<file path="config.mk">
export PLATFORM = sky130hd
export DESIGN_NAME = imm_gen_pipe
export DESIGN_NICKNAME = d
export VERILOG_FILES = /design/src/rtl/imm_gen_pipe.sv
export SDC_FILE = /design/constraint.sdc
export NUM_CORES = 1
export LEC_CHECK = 0
export BUFFER_PORTS_ARGS = -buffer_cell sky130_fd_sc_hd__buf_2
export CAP_MARGIN = 20
export CORE_MARGIN = 2
export CORE_UTILIZATION = 35
export DETAILED_ROUTE_END_ITERATION = 6
export PLACE_DENSITY_LB_ADDON = 0.08
export SYNTH_ARGS = -nofsm -noshare
export SYNTH_HDL_FRONTEND = slang
export SYNTH_SLANG_ARGS = --single-unit
</file>
<file path="constraint.sdc">
create_clock -name clk -period 3.75 [get_ports clk]
set_clock_uncertainty 0.15 [all_clocks]
set_input_delay 0.375 -clock clk [delete_from_list [all_inputs] [get_ports clk]]
set_output_delay 0.375 -clock clk [all_outputs]
set_load 0.05 [all_outputs]
</file>
<file path="src/rtl/imm_gen_pipe.sv">
// RISC-V immediate generator with a 2-entry output FIFO and a saturating
// illegal-instruction counter. Slot 0 is always the head, so head outputs come straight from registers.
module imm_gen_pipe #(
    parameter int unsigned XLEN  = 64,
    parameter int unsigned CNT_W = 16
) (
    input  logic             clk,
    input  logic             rst_n,
    input  logic             in_valid,
    output logic             in_ready,
    input  logic [31:0]      instruction,
    output logic             out_valid,
    input  logic             out_ready,
    output logic [XLEN-1:0]  imm_data,
    output logic [2:0]       imm_fmt,
    output logic             illegal,
    output logic [CNT_W-1:0] illegal_cnt
);

    localparam logic [2:0] FMT_NONE = 3'd0;
    localparam logic [2:0] FMT_I    = 3'd1;
    localparam logic [2:0] FMT_S    = 3'd2;
    localparam logic [2:0] FMT_B    = 3'd3;
    localparam logic [2:0] FMT_U    = 3'd4;
    localparam logic [2:0] FMT_J    = 3'd5;
    localparam logic [2:0] FMT_ILL  = 3'd7;

    logic [2:0]       w_fmt;
    logic [31:0]      w_imm32;
    logic [XLEN-1:0]  w_imm;
    logic             w_push;
    logic             w_pop;
    logic [1:0]       w_count_nxt;

    logic [1:0]       r_count;
    logic             r_in_ready;
    logic             r_out_valid;
    logic [XLEN-1:0]  r_imm0, r_imm1;
    logic [2:0]       r_fmt0, r_fmt1;
    logic             r_ill0, r_ill1;
    logic [CNT_W-1:0] r_cnt;

    // Opcode classification; a non-11 low pair is never a valid 32-bit encoding
    always_comb begin
        w_fmt = FMT_ILL;
        if (instruction[1:0] == 2'b11) begin
            case (instruction[6:0])
                7'b0000011, 7'b0010011, 7'b0011011,
                7'b1100111, 7'b1110011:             w_fmt = FMT_I;
                7'b0100011:                         w_fmt = FMT_S;
                7'b1100011:                         w_fmt = FMT_B;
                7'b0110111, 7'b0010111:             w_fmt = FMT_U;
                7'b1101111:                         w_fmt = FMT_J;
                7'b0110011, 7'b0111011:             w_fmt = FMT_NONE;
                default:                            w_fmt = FMT_ILL;
            endcase
        end
    end

    // Immediates are assembled sign-extended to 32 bits, then widened to XLEN
    always_comb begin
        w_imm32 = '0;
        case (w_fmt)
            FMT_I: w_imm32 = {{20{instruction[31]}}, instruction[31:20]};
            FMT_S: w_imm32 = {{20{instruction[31]}}, instruction[31:25], instruction[11:7]};
            FMT_B: w_imm32 = {{19{instruction[31]}}, instruction[31], instruction[7],
                              instruction[30:25], instruction[11:8], 1'b0};
            FMT_U: w_imm32 = {instruction[31:12], 12'b0};
            FMT_J: w_imm32 = {{11{instruction[31]}}, instruction[31], instruction[19:12],
                              instruction[20], instruction[30:21], 1'b0};
            default: w_imm32 = '0;
        endcase
    end

    assign w_imm = XLEN'($signed(w_imm32));

    assign w_push      = in_valid && r_in_ready;
    assign w_pop       = r_out_valid && out_ready;
    assign w_count_nxt = r_count + 2'(w_push) - 2'(w_pop);

    always_ff @(posedge clk or negedge rst_n) begin
        if (!rst_n) begin
            r_count     <= '0;
            r_in_ready  <= 1'b0;
            r_out_valid <= 1'b0;
            r_imm0      <= '0;
            r_imm1      <= '0;
            r_fmt0      <= FMT_NONE;
            r_fmt1      <= FMT_NONE;
            r_ill0      <= 1'b0;
            r_ill1      <= 1'b0;
            r_cnt       <= '0;
        end else begin
            r_count     <= w_count_nxt;
            r_in_ready  <= (w_count_nxt != 2'd2);
            r_out_valid <= (w_count_nxt != 2'd0);
            if (w_push && (w_fmt == FMT_ILL) && (r_cnt != '1))
                r_cnt <= r_cnt + CNT_W'(1);
            // Shift-register FIFO: a pop moves slot 1 into slot 0
            case ({w_push, w_pop})
                2'b10: begin
                    if (r_count == 2'd0) begin
                        r_imm0 <= w_imm; r_fmt0 <= w_fmt; r_ill0 <= (w_fmt == FMT_ILL);
                    end else begin
                        r_imm1 <= w_imm; r_fmt1 <= w_fmt; r_ill1 <= (w_fmt == FMT_ILL);
                    end
                end
                2'b01: begin
                    r_imm0 <= r_imm1; r_fmt0 <= r_fmt1; r_ill0 <= r_ill1;
                end
                2'b11: begin
                    if (r_count == 2'd1) begin
                        r_imm0 <= w_imm; r_fmt0 <= w_fmt; r_ill0 <= (w_fmt == FMT_ILL);
                    end else begin
                        r_imm0 <= r_imm1; r_fmt0 <= r_fmt1; r_ill0 <= r_ill1;
                        r_imm1 <= w_imm; r_fmt1 <= w_fmt; r_ill1 <= (w_fmt == FMT_ILL);
                    end
                end
                default: ;
            endcase
        end
    end

    assign in_ready    = r_in_ready;
    assign out_valid   = r_out_valid;
    assign imm_data    = r_imm0;
    assign imm_fmt     = r_fmt0;
    assign illegal     = r_ill0;
    assign illegal_cnt = r_cnt;

endmodule

</file>
Yosys cells after proc, flatten, opt, wreduce, memory -nomap -nowiden
Index checks and enable logic that the tools add are counted.
Widths: inputs -> output; s select.
{"block": "word_totals", "ff_bits": 156, "latch_bits": 0, "ramBits": 0, "rom_bits": 0, "in_bits": 36, "out_inout_bits": 86, "word_cells": 75, "n_memories": 0}
{"block": "classes", "n_addsub": 3, "multipliers": 0, "div": 0, "n_lt_le_gt_ge": 0, "n_eq_ne": 28, "shifts": 0, "n_mux": 21, "n_bitwise": 0, "n_reduce_logical": 13}
{"op": "$mux 64", "n": 4}
{"op": "$pmux 64 s3", "n": 1}
{"op": "$pmux 32 s5", "n": 1}
{"op": "$pmux 64 s2", "n": 1}
{"op": "$eq 7x6->1 const B", "n": 4}
{"op": "$eq 7x7->1 const B", "n": 4}
{"op": "$eq 7x5->1 const B", "n": 3}
{"op": "$pmux 3 s6", "n": 1}
{"op": "$add 16x1->16 const B", "n": 1}
{"op": "$ne 16x16->1 const B", "n": 1}
{"op": "$mux 3", "n": 5}
{"op": "$eq 3x3->1 const B", "n": 3}
{"op": "$pmux 3 s3", "n": 1}
{"op": "$ne 2x2->1 const B", "n": 4}
{"op": "$eq 7x2->1 const B", "n": 1}
{"op": "$eq 2x2->1 const B", "n": 3}
{"op": "$eq 3x2->1 const B", "n": 2}
{"op": "$pmux 3 s2", "n": 1}
{"op": "$reduce_or 5->1", "n": 1}
{"op": "$eq 2x1->1 const B", "n": 2}
{"op": "$logic_and 1x1->1", "n": 4}
{"op": "$mux 1", "n": 4}
{"op": "$reduce_bool 2->1", "n": 2}
{"op": "$reduce_or 2->1", "n": 2}
{"op": "9 further kinds", "n": 9}

Depth between registers and ports, before layout
{"block": "logic_depth", "ltp_word": 8, "mapped_depth": 8, "mapped_depth_nobuf": 8}

Worst setup path before layout
Ideal clock, no wire load.
{"block": "synth_timing", "path_type": "reg2reg", "startpoint": "reg r_out_valid (netlist: out_valid)", "endpoint": "reg r_ill1", "setup_ns": 0.125, "t_arrival_ns": 2.003, "required_ns": 3.475, "path_slack_ns": 1.472, "stages_incl_launch_ff": 7, "path_buffers": 2, "period_less_slack_ns": 2.278, "path_cell_list": "dfrtp_1 -> a21bo_2 -> nand2_1 -> o21ai_0 -> clkbuf_1 -> buf_2 -> mux2_2"}
{"block": "synth_via", "elab_chain_cells": 4, "elab_cells_between_ends": 8, "cone_classes": "4 x eq/ne; 1 x mux; 3 x reduce/logical"}
{"item": "from (decl)", "line_no": "37", "text": "logic r_out_valid;"}
{"item": "from (signal assigned)", "line_no": "96", "text": "r_out_valid <= (w_count_nxt != 2'd0);"}
{"item": "$logic_and 1x1->1 (*)", "line_no": "78", "text": "assign w_pop = r_out_valid && out_ready;"}
{"item": "$eq 2x2->1", "line_no": "100", "text": "case ({w_push, w_pop})"}
{"item": "$ne 2x2->1 (no line) or $reduce_bool 2->1 (tied branches)"}
{"item": "$reduce_and 3->1 (no line)"}
{"item": "to (signal assigned)", "line_no": "105", "text": "r_imm1 <= w_imm; r_fmt1 <= w_fmt; r_ill1 <= (w_fmt == FMT_ILL);"}
{"item": "to (signal assigned)", "line_no": "116", "text": "r_imm1 <= w_imm; r_fmt1 <= w_fmt; r_ill1 <= (w_fmt == FMT_ILL);"}
{"item": "to (decl)", "line_no": "40", "text": "logic r_ill0, r_ill1;"}
Mark *: on every way between the ends. The rest lies on a longest branch, timed or not.
A chain may end at the register's enable or synchronous reset.

Worst setup path in the final report
{"block": "layout_timing", "startpoint": "reg r_count[0]", "endpoint": "reg r_ill1"}
{"block": "layout_via", "elab_chain_cells": 3, "elab_cells_between_ends": 5, "cone_classes": "3 x eq/ne; 2 x reduce/logical"}
{"item": "from (decl)", "line_no": "35", "text": "logic [1:0] r_count;"}
{"item": "from (signal assigned)", "line_no": "94", "text": "r_count <= w_count_nxt;"}
{"item": "$eq 2x1->1 or $logic_not 2->1 (tied branches)", "line_no": "112, 102"}
{"item": "$ne 2x2->1 (no line)"}
{"item": "$reduce_and 3->1 (no line) (*)"}
Marked as above.

==> impl_metrics.env <==
export IMPL_cts_sinks=92
export IMPL_total_power_mw=4.70
export IMPL_critPathKind="flip-flop to flip-flop"
export IMPL_post_cts_buffers=0
export IMPL_crit_family="compound AO/OA/AOI/OAI gates"
export IMPL_layout_cells_non_filler=750
export IMPL_slew_violations=0
export IMPL_r2r_start="r_count[0]"
export IMPL_hold_depth=3
export IMPL_tightestPinTransition_ps=977
export IMPL_path_cells="a21bo_2 > nand2_1 > o21ai_4 > buf_4 > mux2_2"
export IMPL_fin_tns_setup_ps=0
export IMPL_crit_path_max_incr_delay_ps=580
export IMPL_syn_nets=529
export IMPL_cts_hold_buf=1
export IMPL_grt_use_total_pct=18.5
export IMPL_antenna_cells=0
export IMPL_dieHeight_um=120
export IMPL_period_needed_ps=2420
export IMPL_drive_gt1_share_pct=28.2
export IMPL_dp_hpwl_mm=8.93
export IMPL_hold_violations=0
export IMPL_synth_seq_cells=92
export IMPL_yosysMostFrequentCell="dfrtp_1"
export IMPL_syn2layout_area_growth_pct=18.7
export IMPL_fill_cells=1316
export IMPL_postCtsResizedCells=0
export IMPL_critPathMaxFanout=35
export IMPL_fin_nets=608
export IMPL_core_area_sq_mm=0.0132
export IMPL_synth_top_area_share_pct=49.0
export IMPL_ys_seq_area_share_pct=49.0
export IMPL_grt_start_max_net_pins=44
export IMPL_max_slew_margin_pct=34.6
export IMPL_grt_antenna_before_repair=0
export IMPL_ys_async_sr_fraction_pct=100
export IMPL_clkTransAtPathRegs_ps=60
export IMPL_worst_hold_slack_ps=130
export IMPL_syn_area_sq_mm=0.00469
export IMPL_syn_inst=490
export IMPL_ys_warnings_count=0
export IMPL_drt_wl_total_mm=12.7
export IMPL_arrival_ps=2500
export IMPL_regToRegEndpoint="r_ill1"
export IMPL_cp_required_ps=3830
export IMPL_cts_tree="yes"
export IMPL_cts_buffers=9
export IMPL_fin_crit_sh_pct=64.5
export IMPL_vias=3884
export IMPL_grt_setup_unrepaired="no"
export IMPL_fmax_mhz=413
export IMPL_fp_dieW_um=120
export IMPL_dpl_cell_area_sq_mm=0.00525
export IMPL_setup_viol=0
export IMPL_ff2ff_path_depth=5
export IMPL_critical_path_buf_inv_count=1
export IMPL_io_pins=122
export IMPL_grt_pass1_vias=3727
export IMPL_ys_top_cells_by_area="dfrtp_1, buf_4, nand2_1, a21oi_1, a221o_1"
export IMPL_cts_htree_levels=3
export IMPL_ir_drop_mv=0.377
export IMPL_startpoint_type="flip-flop"
export IMPL_grt_ovfl_total=0
export IMPL_power_leakage_nw=2.69
export IMPL_wl_per_cell_um=16.9
export IMPL_synth_top_area_cell="dfrtp_1"
export IMPL_cap_violations=0
export IMPL_first_pass_iters=4
export IMPL_vias_per_cell=5.18
export IMPL_end_kind="flip-flop"
export IMPL_holdPathEnd="imm_data[14]"
export IMPL_crit_path_top_delay_cell="o21ai_4"
export IMPL_synth_cell_types=53
export IMPL_die_area_sq_mm=0.0144
export IMPL_synth_edf_count=0
export IMPL_gp_congestion=0.892
export IMPL_root_buffer="clkbuf_16"
export IMPL_grt_pass1_wl_mm=20.5
export IMPL_yosys_top_cells_count="dfrtp_1, nand2_1, nor2_1, a21oi_1, buf_4"
export IMPL_clock_latency_ps=340
export IMPL_synth_avg_cell_area_sq_um=9.58
export IMPL_clockBufferDepth=2
export IMPL_io_buffers=121
export IMPL_ant_nets=0
export IMPL_start_util_pct=35.6
export IMPL_first_iter_violations=235
export IMPL_design_area_sq_mm=0.00557
export IMPL_drc=0
export IMPL_worstHoldPathType="input port to flip-flop"
export IMPL_place_inst=733
export IMPL_rows=42
export IMPL_run_status="complete, no violations"
export IMPL_hp_start="instruction[14]"
export IMPL_power_per_cell_area_mw_per_mm2=843
export IMPL_ys_flop_type="dfrtp_1"
export IMPL_r2r_slack_ps=1330
## cell families (layout without fill, tap and decap cells)
family	Yosys count	after routing	share of synthesized area, %
and+or+nand+nor	185	185	20.3
AOI/OAI and AO/OA	118	118	16.7
DFF	92	92	49.0
buffers and inverters	68	152	8.40
xor gates and xnor gates	17	17	3.17
muxes	7	7	1.68
adders and majority gates	3	3	0.800
## routing by layer
layer	vias up	wire length, um	GRT usage (%)
met4	0	283	7.65
met5	-	0	0
li1	1872	-	-
met2	109	5740	29.2
met1	1886	6090	25.6
met3	17	540	2.57
## metrics by stage
step	worst slack, ps	util [%]
2_1_floorplan	1470	-
3_3_place_gp	1290	39.8
3_5_place_dp	1210	39.8
4_1_cts	1330	42.2
5_1_grt	1190	42.2
6_report	1330	42.2
## power by group
part / switching (mW) / internal (mW)
Sequential: 0.200 / 1.23
Combinational: 1.83 / 0.516
Clock: 0.377 / 0.540
## layout make-up
| class | count | area [sq um] | share of cell area (%) |
|---|---|---|---|
| clock inverter | 2 | 15.0 | 0.270 |
| sequential | 92 | 2300 | 41.3 |
| multi-input combinational | 330 | 2050 | 36.7 |
| tap | 176 | 220 | 3.95 |
| timing repair buffer | 128 | 663 | 11.9 |
| inverter | 8 | 30.0 | 0.539 |
| clock buffer | 14 | 294 | 5.28 |
## worst min-delay path: stages
cell	delay, ps
buf_2	90
nand2_1	50
nand4_1	70
## layout by cell type, fill, tap and decap left out, types with 2 or more instances in the layout
cell type   Yosys  final
buf_2           8    120
dfrtp_1        92     92
nand2_1        48     48
nor2_1         43     43
a21oi_1        34     33
o21ai_0        19     18
nand4_1        17     17
a221o_1        17     17
o21ai_1        17     16
nand3_1        16     16
and3_1         15     15
xnor2_1        14     14
and2_1         13     13
a22o_1          9      9
clkbuf_16       0      9
inv_1           7      7
buf_4          32      7
mux2_2          6      6
nor3_1          5      5
o22ai_1         5      5
clkbuf_8        0      5
nand2b_1        4      4
nor2b_1         4      4
nor3b_1         4      4
xor2_1          3      3
a21o_1          3      3
and3b_1         3      3
nand4b_1        3      3
ha_1            3      3
and4b_1         2      2
o21ai_4         0      2
a211o_1         2      2
nor3_2          2      2
a221oi_1        2      2
clkinvlp_4      0      2
## sequential cells by signal (all words and copies together) (netlist names), 2 cells and up
register,cells
illegal_cnt,16
imm_data,32
imm_fmt,3
r_count,2
r_fmt1,3
r_imm1,32
## worst max-delay path by stage
stage,to,start,cells after the start,slack (ps)
after global routing,r_ill1,r_count[0],5,1190
after global placement,imm_data[12],instruction[4],6,1290
after detailed placement,imm_data[15],instruction[4],6,1210
after floorplan,r_ill1,out_valid,6,1470
final,r_ill1,r_count[0],5,1330
after CTS,r_ill1,r_count[0],5,1330
No activity file was read; power rests on OpenSTA's default activity.
